## config.mk

```make
export PLATFORM = sky130hd
export DESIGN_NAME = param_memory_module
export DESIGN_NICKNAME = d
export VERILOG_FILES = /design/src/rtl/param_memory_module.sv
export SDC_FILE = /design/constraint.sdc
export NUM_CORES = 1
export LEC_CHECK = 0
export ABC_AREA = 1
export CAP_MARGIN = 25
export CORE_MARGIN = 4
export CORE_UTILIZATION = 45
export CTS_BUF_LIST = sky130_fd_sc_hd__clkbuf_4 sky130_fd_sc_hd__clkbuf_8 sky130_fd_sc_hd__clkbuf_16
export CTS_CLUSTER_SIZE = 12
export DETAILED_ROUTE_END_ITERATION = 6
export GPL_TIMING_DRIVEN = 0
export MAX_ROUTING_LAYER = met4
export SYNTH_ARGS = -nofsm -noshare
export SYNTH_HDL_FRONTEND = slang
export SYNTH_SLANG_ARGS = --single-unit
```

## constraint.sdc

```tcl
create_clock -name clk -period 3.9 [get_ports clk]
set_input_delay 0.78 -clock clk [delete_from_list [all_inputs] [get_ports clk]]
set_output_delay 0.78 -clock clk [all_outputs]
set_load 0.005 [all_outputs]
```

## src/rtl/param_memory_module.sv

```systemverilog
// Parametrised register file: one write port, two registered read ports,
// write-first bypass and a hardware clear sweep after reset or on request.
module param_memory_module #(
  parameter int DATA_WIDTH = 8,
  parameter int ADDR_WIDTH = 4,
  parameter logic [DATA_WIDTH-1:0] CLEAR_VALUE = '0
) (
  input  logic                  clk,
  input  logic                  resetN,
  input  logic                  clearReq,
  input  logic                  writeEnable,
  input  logic [ADDR_WIDTH-1:0] writeAddress,
  input  logic [DATA_WIDTH-1:0] writeData,
  input  logic                  readEnable1,
  input  logic [ADDR_WIDTH-1:0] readAddress1,
  input  logic                  readEnable2,
  input  logic [ADDR_WIDTH-1:0] readAddress2,
  output logic [DATA_WIDTH-1:0] readData1,
  output logic [DATA_WIDTH-1:0] readData2,
  output logic                  readValid1,
  output logic                  readValid2,
  output logic                  busy,
  output logic                  writeDropped
);

  localparam int DEPTH = 2 ** ADDR_WIDTH;
  localparam logic [ADDR_WIDTH-1:0] LAST = ADDR_WIDTH'(DEPTH - 1);

  typedef enum logic {
    CLEAR,
    READY
  } state_t;

  state_t                  state;
  logic [ADDR_WIDTH-1:0]   clearAddr;
  logic [DATA_WIDTH-1:0]   mem [DEPTH];
  logic                    ready;
  logic                    hit1;
  logic                    hit2;

  assign ready = (state == READY);
  assign hit1  = writeEnable && (writeAddress == readAddress1);
  assign hit2  = writeEnable && (writeAddress == readAddress2);

  // Sweep sequencing, busy flag and dropped-write pulse
  always_ff @(posedge clk) begin
    if (!resetN) begin
      state        <= CLEAR;
      clearAddr    <= '0;
      busy         <= 1'b1;
      writeDropped <= 1'b0;
    end else begin
      writeDropped <= !ready && writeEnable;
      if (!ready) begin
        if (clearAddr == LAST) begin
          state     <= READY;
          busy      <= 1'b0;
          clearAddr <= '0;
        end else begin
          clearAddr <= clearAddr + 1'b1;
        end
      end else if (clearReq) begin
        state     <= CLEAR;
        busy      <= 1'b1;
        clearAddr <= '0;
      end
    end
  end

  // Storage: the sweep owns the write port while clearing
  always_ff @(posedge clk) begin
    if (resetN) begin
      if (!ready) begin
        mem[clearAddr] <= CLEAR_VALUE;
      end else if (writeEnable) begin
        mem[writeAddress] <= writeData;
      end
    end
  end

  // Read port 1 with write-first bypass
  always_ff @(posedge clk) begin
    if (!resetN) begin
      readData1  <= '0;
      readValid1 <= 1'b0;
    end else if (ready && readEnable1) begin
      readData1  <= hit1 ? writeData : mem[readAddress1];
      readValid1 <= 1'b1;
    end else begin
      readValid1 <= 1'b0;
    end
  end

  // Read port 2 with write-first bypass
  always_ff @(posedge clk) begin
    if (!resetN) begin
      readData2  <= '0;
      readValid2 <= 1'b0;
    end else if (ready && readEnable2) begin
      readData2  <= hit2 ? writeData : mem[readAddress2];
      readValid2 <= 1'b1;
    end else begin
      readValid2 <= 1'b0;
    end
  end

endmodule

```

==> results by group, run 1 <==
GRT
  • Initial antenna violation count: 0
  • GRT Total Usage: 0.2985
  • Gr ovfl total: 0
  • First-pass GRT wire length: 42,410 um
  • Largest net degree at the start of global routing: 17
  • Vias in the first global route: 6,828

Drt
  • ANT nets after route: 0
  • Via-per-instance ratio: 5.816
  • First-pass DRT Iterations: 6
  • 1st-iter DRT viols: 1,052
  • DR WL/cell: 22.56 um
  • Vias: 7,415
  • Drt total wl: 28,770 um
  • DRC: 0

Die
  • IO Pins: 46
  • Core area: 17,360 um2
  • Die W: 141.5 um
  • Total die area: 20,020 um2
  • Die height: 141.5 um
  • Initial Util: 0.4620
  • # rows: 48

Clock tree
  • H-tree lvl count: 4
  • CTS Root Cell: clkbuf_16
  • Post-CTS Setup Bufs: 0
  • Cts bufs inserted: 17
  • Cts repair resizes: 0
  • Insertion delay to the later sink of the worst-skew pair: 0.43 ns
  • CTS tree: done
  • Clk sinks: 153
  • CTS max path bufs: 2
  • Clk slew on worst S/H paths: 0.07 ns
  • Cts hold-fix bufs: 0

Yosys
  • Yosys top cell area share: 0.4793
  • Synthesized Nets: 1,003
  • Netlist cell types: 29
  • FFs w/ async S/R, synth: 0
  • Seq/Total Area, Yosys: 0.5417
  • Synthesized area per cell: 8.216 um2
  • Main area contributors after synthesis: edfxtp_1, nand2_1, nand3_1
  • Yosys reg bits: 153
  • Cell with the most instances after synthesis: nand2_1
  • Mapped Cells: 976
  • Top FF cell, synth: edfxtp_1
  • Number of enable flip-flop cells after synthesis: 128
  • YS warnings: 0
  • Yosys top cell by area: edfxtp_1
  • Post-synth top cells: nand2_1, nand3_1, edfxtp_1
  • Post-Syn Area: 8019 um2

Pwr
  • Static Leak: 0.003936 uW
  • Pwr dens: 431.2 nW/um2
  • Maximum vdd drop: 0.2885 mV

Finish
  • Nets@finish: 1,064
  • P&R area growth vs syn: 16.40%
  • Ant diodes: 0
  • Share of cells above drive strength 1: 0.09143

STA
  • Hold_ws: 0.4630 ns
  • Setup ws final: 1.011 ns
  • Worst-Margin Slew: 0.9394 ns
  • Min Tclk post-route: 2.889 ns
  • Setup Skew: 0.01161 ns
  • Max Clock Freq: 346.1 MHz
  • TNS Setup: 0 ns
  • Period utilization: 0.7408
  • Slew HR: 0.3714
  • RSZ-0062 raised after global routing: no
  • Final Hold Vio Count: 0
  • Final Max Slew Viols: 0
  • Final setup viols: 0

Worst setup path
  • Critical path startpoint category: primary input
  • Nature of the critical path endpoint: flip-flop
  • Critical path type: in2reg
  • Crit path required time: 4.04 ns
  • WP data arrival: 3.03 ns
  • CP max FO: 10

Placement
  • RD Place Congestion: 0.9921
  • IO buf count: 38
  • Place WS: 0.6033 ns
  • DP Wirelength: 20,590 um

Worst hold path
  • Worst Hold Class: reg2reg

Run
  • Number of max-cap violations: 0

Outcome
  • Status: completed
## through the flow
| stage | instances | power [uW] | utilization | instance area, um2 |
|---|---|---|---|---|
| after floorplan | 976 | 2075 | - | 8019 |
| after CTS | 1275 | 4007 | 0.5378 | 9334 |
| final | 1275 | 4025 | 0.5378 | 9334 |
| after detailed placement | 1243 | 2237 | 0.5013 | 8701 |
| after global placement | 1239 | 2234 | 0.5001 | 8681 |
| after global routing | 1275 | 4130 | 0.5378 | 9334 |
## registers in the layout (all words and copies together), names as in the netlist
signal and flops:
busy 1, clearAddr 4, mem 128, readData1 8
readData2 8, readValid1 1, readValid2 1, ready 1
writeDropped 1
## critical path, stage by stage
cell and delay, ns:
clkdlybuf4s50_1 0.58, inv_2 0.08, nor2_4 0.15, buf_6 0.17, nand2_4 0.06, nand2_4 0.07
nand2_1 0.13, nor3_1 0.69, buf_2 0.31
## final cells by class
| type | instances | area, um2 |
|---|---|---|
| fillers | 1657 | 8023 |
| flip-flops and latches | 153 | 4344 |
| clock inverters | 13 | 192.7 |
| multi-input cells | 720 | 3233 |
| inverters | 48 | 180.2 |
| well taps | 225 | 281.5 |
| clock buffers | 19 | 440.4 |
| plain buffers | 55 | 261.5 |
| repair buffers | 42 | 400.4 |
## layout by cell type (no fill, tap or decap), types with 4 or more instances in the layout
cell / count
dfxtp_1: 25
bufinv_16: 4
clkbuf_16: 17
inv_1: 43
nand3_1: 228
edfxtp_1: 128
nor3_1: 4
clkdlybuf4s50_1: 38
nand2_2: 7
nor2_1: 16
nand4_1: 10
nand2_1: 411
clkbuf_1: 11
clkinvlp_4: 4
buf_2: 36
a21oi_1: 21
buf_1: 9
nand2_4: 5
## where the power goes
group	internal, uW	switching (uW)	total [uW]	leakage, uW
sequential	1770	9.61	1780	0.00134
clock	1090	712	1810	0.000299
combinational	125	317	442	0.00230
## layer usage
| metal | GRT usage | vias up | share of wire |
|---|---|---|---|
| met5 | - | - | 0 |
| met4 | 0.1045 | 0 | 0.037 |
| li1 | - | 3387 | - |
| met1 | 0.4066 | 3486 | 0.41 |
| met2 | 0.4429 | 472 | 0.45 |
| met3 | 0.06775 | 70 | 0.11 |
## logic make-up (layout without fill, tap and decap cells)
group                      Yosys count  after routing  share of synthesized area
AOI/OAI and AO/OA                   27             27                    0.01763
xor gates and xnor gates             1              1                   0.001092
adders and majority gates            1              1                   0.001560
buffers and inverters              103            177                    0.05508
DFF                                153            153                     0.5417
and+or+nand+nor                    691            691                     0.3829
## path summary, 6_finish.rpt
path | slack, ns | cells past startpoint | from | endpoint
worst max-delay path | 1.01 | 9 | writeEnable | mem[2][6]
worst min-delay path | 0.46 | 2 | readData2[0] | readData2[0]
worst max register to register | 1.47 | 9 | ready | mem[2][6]
worst min register to register | 0.46 | 2 | readData2[0] | readData2[0]
Note: power is estimated with default switching activity, not from simulation.
==> run 2, diff against run 1 <==
==> constraint.sdc (replaced) <==
create_clock -name clk -period 3 [get_ports clk]
set_input_delay 0.6 -clock clk [delete_from_list [all_inputs] [get_ports clk]]
set_output_delay 0.6 -clock clk [all_outputs]
set_load 0.005 [all_outputs]
==> results of run 2 <==
The final DEF is identical to that of run 1. Status: completed.
Among the figures that moved: setup slack after placement 0.6033 ns -> -0.1167 ns; setup slack after layout 1.011 ns -> 0.2907 ns; hold slack 0.4630 ns -> 0.4499 ns; register-to-register setup slack 1.47 ns -> 0.57 ns; end point of the worst hold path readData2[0] -> busy; total power 4025 uW -> 5232 uW; worst IR drop on VDD 0.2885 mV -> 0.3750 mV
